`config.mk`:
```
export PLATFORM = sky130hd
export DESIGN_NAME = vedic_4bit_pipe
export DESIGN_NICKNAME = d
export VERILOG_FILES = /design/src/rtl/vedic_4bit_pipe.sv
export SDC_FILE = /design/constraint.sdc
export NUM_CORES = 1
export LEC_CHECK = 0
export ABC_AREA = 1
export CAP_MARGIN = 20
export CORE_MARGIN = 4
export CORE_UTILIZATION = 30
export DETAILED_ROUTE_END_ITERATION = 16
export PLACE_DENSITY = 0.56
export SLEW_MARGIN = 5
export SYNTH_ARGS = -nofsm -noshare
export SYNTH_HDL_FRONTEND = slang
export SYNTH_SLANG_ARGS = --single-unit
export TNS_END_PERCENT = 50
```
`constraint.sdc`:
```
create_clock -name clk -period 2.8 [get_ports clk]
set_input_delay 0.56 -clock clk [delete_from_list [all_inputs] [get_ports clk]]
set_output_delay 0.56 -clock clk [all_outputs]
set_load 0.005 [all_outputs]
```
`src/rtl/vedic_4bit_pipe.sv`:
```
// Pipelined 4x4 unsigned Urdhva-Tiryagbhyam multiplier: four 2x2 vedic tiles feed a
// registered partial-product stage, then a shift-add combine stage with optional output register.

module vedic_2bit (
    input  logic [1:0] a,
    input  logic [1:0] b,
    output logic [3:0] q
);
    logic c1;

    // Vertical and crosswise products; the cross terms can carry into the top bit.
    always_comb begin
        q[0] = a[0] & b[0];
        q[1] = (a[1] & b[0]) ^ (a[0] & b[1]);
        c1   = (a[1] & b[0]) & (a[0] & b[1]);
        q[2] = (a[1] & b[1]) ^ c1;
        q[3] = (a[1] & b[1]) & c1;
    end
endmodule

module vedic_4bit_pipe #(
    parameter bit OUT_REG = 1'b1
) (
    input  logic       clk,
    input  logic       rst,
    input  logic       in_valid,
    output logic       in_ready,
    input  logic [3:0] a,
    input  logic [3:0] b,
    output logic       out_valid,
    input  logic       out_ready,
    output logic [7:0] p
);
    logic [3:0] t0, t1, t2, t3;
    logic [3:0] q0_q, q1_q, q2_q, q3_q;
    logic [3:0] q0_d, q1_d, q2_d, q3_d;
    logic       v1_q, v1_d;
    logic       s1_ready, s2_ready;
    logic [4:0] mid;
    logic [7:0] sum;

    vedic_2bit u_tile0 (.a(a[1:0]), .b(b[1:0]), .q(t0));
    vedic_2bit u_tile1 (.a(a[3:2]), .b(b[1:0]), .q(t1));
    vedic_2bit u_tile2 (.a(a[1:0]), .b(b[3:2]), .q(t2));
    vedic_2bit u_tile3 (.a(a[3:2]), .b(b[3:2]), .q(t3));

    assign s1_ready = !v1_q | s2_ready;
    assign in_ready = s1_ready;

    always_comb begin
        v1_d = v1_q;
        q0_d = q0_q;
        q1_d = q1_q;
        q2_d = q2_q;
        q3_d = q3_q;
        if (s1_ready) begin
            v1_d = in_valid;
            if (in_valid) begin
                q0_d = t0;
                q1_d = t1;
                q2_d = t2;
                q3_d = t3;
            end
        end
    end

    always_ff @(posedge clk or posedge rst) begin
        if (rst) begin
            v1_q <= 1'b0;
            q0_q <= 4'd0;
            q1_q <= 4'd0;
            q2_q <= 4'd0;
            q3_q <= 4'd0;
        end else begin
            v1_q <= v1_d;
            q0_q <= q0_d;
            q1_q <= q1_d;
            q2_q <= q2_d;
            q3_q <= q3_d;
        end
    end

    // Both cross tiles share weight 4, so they are summed first in 5 bits.
    always_comb begin
        mid = {1'b0, q1_q} + {1'b0, q2_q};
        sum = {4'd0, q0_q} + {1'b0, mid, 2'b00} + {q3_q, 4'd0};
    end

    generate
        if (OUT_REG) begin : g_out_reg
            logic       v2_q, v2_d;
            logic [7:0] p_q, p_d;

            always_comb begin
                v2_d = v2_q;
                p_d  = p_q;
                if (s2_ready) begin
                    v2_d = v1_q;
                    if (v1_q) begin
                        p_d = sum;
                    end
                end
            end

            always_ff @(posedge clk or posedge rst) begin
                if (rst) begin
                    v2_q <= 1'b0;
                    p_q  <= 8'd0;
                end else begin
                    v2_q <= v2_d;
                    p_q  <= p_d;
                end
            end

            assign s2_ready  = !v2_q | out_ready;
            assign out_valid = v2_q;
            assign p         = p_q;
        end else begin : g_out_comb
            assign s2_ready  = out_ready;
            assign out_valid = v1_q;
            assign p         = sum;
        end
    endgenerate
endmodule

```
==> impl_metrics.csv <==
group,metric,value,unit
outcome,run_status,"finished clean",
detailed_routing,ant_nets,0,
grt,grt_overflow,0,
timing,setup_viol,0,
clock_network,cts_resized,0,
clock_network,clkLatencyLatePin,0.26,ns
clock_network,clkTransAtPathRegs,0.08,ns
die,pin_count,22,
synth,synth_area,1500,um^2
worst_setup_path,critPathKind,"input pin to output pin",
synth,ys_seq_area_share,43.37,%
clock_network,cts_buffer_depth,2,
detailed_routing,vias,1140,
clock_network,numCtsBuffers,3,
timing,fin_crit,2.231,ns
place,io_buffers,21,
final_layout,drive_gt1_share,4.412,%
place,place_hpwl,2146,um
worst_setup_path,crit_slowest_cell,"clkdlybuf4s50_1",
job,cap_violations,0,
clock_network,cts_tree,"done",
timing,drv_slew,0,
power_and_ir_drop,powerDensity,571.4,nW/um^2
clock_network,ctsHtreeMaxLevel,1,
grt,grt_pass1_wl,4988,um
clock_network,clock_sinks,26,
final_layout,antenna_cells,0,
timing,slew_headroom,71.53,%
worst_setup_path,arrival,1.67,ns
grt,grt_usage,9.961,%
die,num_rows,25,
synth,syn_area_per_cell,8.243,um^2
synth,yosysWarnings,0,
final_layout,fin_nets,237,
timing,finalClockSkew,0.001380,ns
grt,grt_pass1_vias,1140,
timing,period_share,79.68,%
timing,worst_pin_slew,0.4260,ns
worst_setup_path,crit_path_max_incr_delay,0.51,ns
synth,synthCells,182,
worst_hold_path,holdPathStages,2,
detailed_routing,wirelength,2716,um
die,core_area,4786,um^2
detailed_routing,drt_iter0_markers,39,
worst_setup_path,rr_worst_depth,11,
timing,rsz0062_at_grt,"false",
clock_network,hold_buffers,0,
final_layout,final_area,1819,um^2
synth,synth_top_area_cell,"dfrtp_1",
grt,antenna_found_initial,0,
timing,hold_viol,0,
clock_network,cts_root_buf,"clkbuf_8",
worst_setup_path,end_kind,"output pin",
detailed_routing,viasPerCell,4.207,
timing,tns,0,ns
worst_setup_path,cp_cell_sequence,"clkdlybuf4s50_1 -> inv_2 -> nand3_2 -> clkdlybuf4s50_1",
die,start_util,31.35,%
place,globalplace.congestion,0.8034,
detailed_routing,post_drt_wl_per_cell,10.02,um
synth,ys_ff_latch,26,
worst_setup_path,cp_max_fo,3,
clock_network,post_cts_buffers,0,
die,chipWidth,78.72,um
detailed_routing,drc,0,
worst_setup_path,crit_required,2.24,ns
worst_setup_path,worstSetupPathDepth,4,
timing,max_freq,0.4482,GHz
power_and_ir_drop,leakage,1.039,nW
grt,grt_start_max_net_pins,27,
synth,yosysTopAreaCellShare,43.37,%
worst_setup_path,critPathBufInv,3,
place,placed_area,1778,um^2
power_and_ir_drop,peakVddDrop,0.0002782,V
synth,synthTopCellsByArea,"dfrtp_1, nand2_1, ha_1",
worst_setup_path,cp-start-kind,"input pin",
die,dieArea,6196,um^2
worst_hold_path,hold_class,"register to register",
final_layout,area_growth,21.27,%
worst_setup_path,crit_family,"buffers and inverters",
synth,synthDistinctLibCells,20,
die,die_h,78.72,um
worst_setup_path,cp_common_cell,"clkdlybuf4s50_1",
detailed_routing,first_pass_iters,4,
synth,syn_nets,213,
==> cell usage in the layout, fill, tap and decap left out, drive strengths merged <==
cell            n
a21oi           5
a31oi           1
buf             1
clkbuf          3
clkdlybuf4s50  21
dfrtp          26
fa              2
ha             17
inv            27
nand2          74
nand3          10
nor2            2
o21ai          12
xor2            3
==> where the power goes <==
| group | switching, W | internal, W |
|---|---|---|
| Sequential | 0.0000407 | 0.000447 |
| Clock | 0.000110 | 0.0000963 |
| Combinational | 0.000168 | 0.000178 |
| Total | 0.000319 | 0.000721 |
==> worst reg2reg max path: stages (launching register included) <==
cell and delay, ns:
dfrtp_1 0.39, ha_1 0.23, fa_1 0.41, xor2_1 0.16
ha_1 0.33, inv_1 0.05, nand2_1 0.09, nand3_1 0.10
nand2_1 0.07, nand2_1 0.04, nand3_1 0.06, nand2_1 0.05
==> metal layers <==
| metal | GRT usage, % | routed length [um] |
|---|---|---|
| met3 | 2.608 | 139 |
| met1 | 13.18 | 1422 |
| met5 | 0 | 0 |
| met4 | 2.098 | 14 |
| met2 | 16.38 | 1140 |
==> synthesized netlist by cell type, drive strengths merged <==
master and n:
ha 17, xor2 3, nand3 10, fa 2, buf 3, nor2 2
nand2 74, o21ai 12, a21oi 5, dfrtp 26, inv 27, a31oi 1
==> state kept, by name, indices dropped and copies added, names as in the netlist <==
| name | count |
|---|---|
| p | 8 |
| q2_q | 4 |
| v1_q | 1 |
| q1_q | 4 |
| q0_q | 4 |
| q3_q | 4 |
| out_valid | 1 |
==> through the flow <==
step / total power, W / hold WS, ns / setup WS (ns) / utilization, % / instances
after detailed placement: 0.0008482 / 0.4680 / 0.5650 / 37.15 / 268
after floorplan: 0.0006928 / 0.4528 / 0.8472 / - / 182
final: 0.001040 / 0.4858 / 0.5691 / 38.01 / 271
after global routing: 0.001133 / 0.5234 / 0.5285 / 38.01 / 271
after global placement: 0.0008444 / 0.4643 / 0.5691 / 37.15 / 268
after CTS: 0.001064 / 0.4918 / 0.5564 / 38.01 / 271
==> path summary, 6_finish.rpt <==
kind                            from  endpoint  slack (ns)
max                        out_ready  in_ready        0.57
min                             p[4]      p[4]        0.49
max reg2reg                  q1_q[0]      p[7]        0.71
min reg2reg                     p[4]      p[4]        0.49
max in group asynchronous        rst   q2_q[2]        1.90
min in group asynchronous        rst      p[3]        0.65
==> final cells by class <==
| class | instances | area, um^2 |
|---|---|---|
| Fill cell | 493 | 2967 |
| Multi-Input combinational cell | 126 | 721.9 |
| Sequential cell | 26 | 650.6 |
| Timing Repair Buffer | 22 | 217.7 |
| Inverter | 27 | 103.9 |
| Tap cell | 67 | 83.83 |
| Clock buffer | 3 | 41.29 |
==> kinds of logic after synthesis <==
group                    synth area share (%)
AND/OR/NAND/NOR                         23.19
AO/OA/AOI/OAI                           6.339
adder cells (fa/ha/maj)                 16.85
flip-flops                              43.37
buffers and inverters                   8.507
XOR/XNOR                                1.752
No activity file was read; power rests on OpenSTA's default activity.
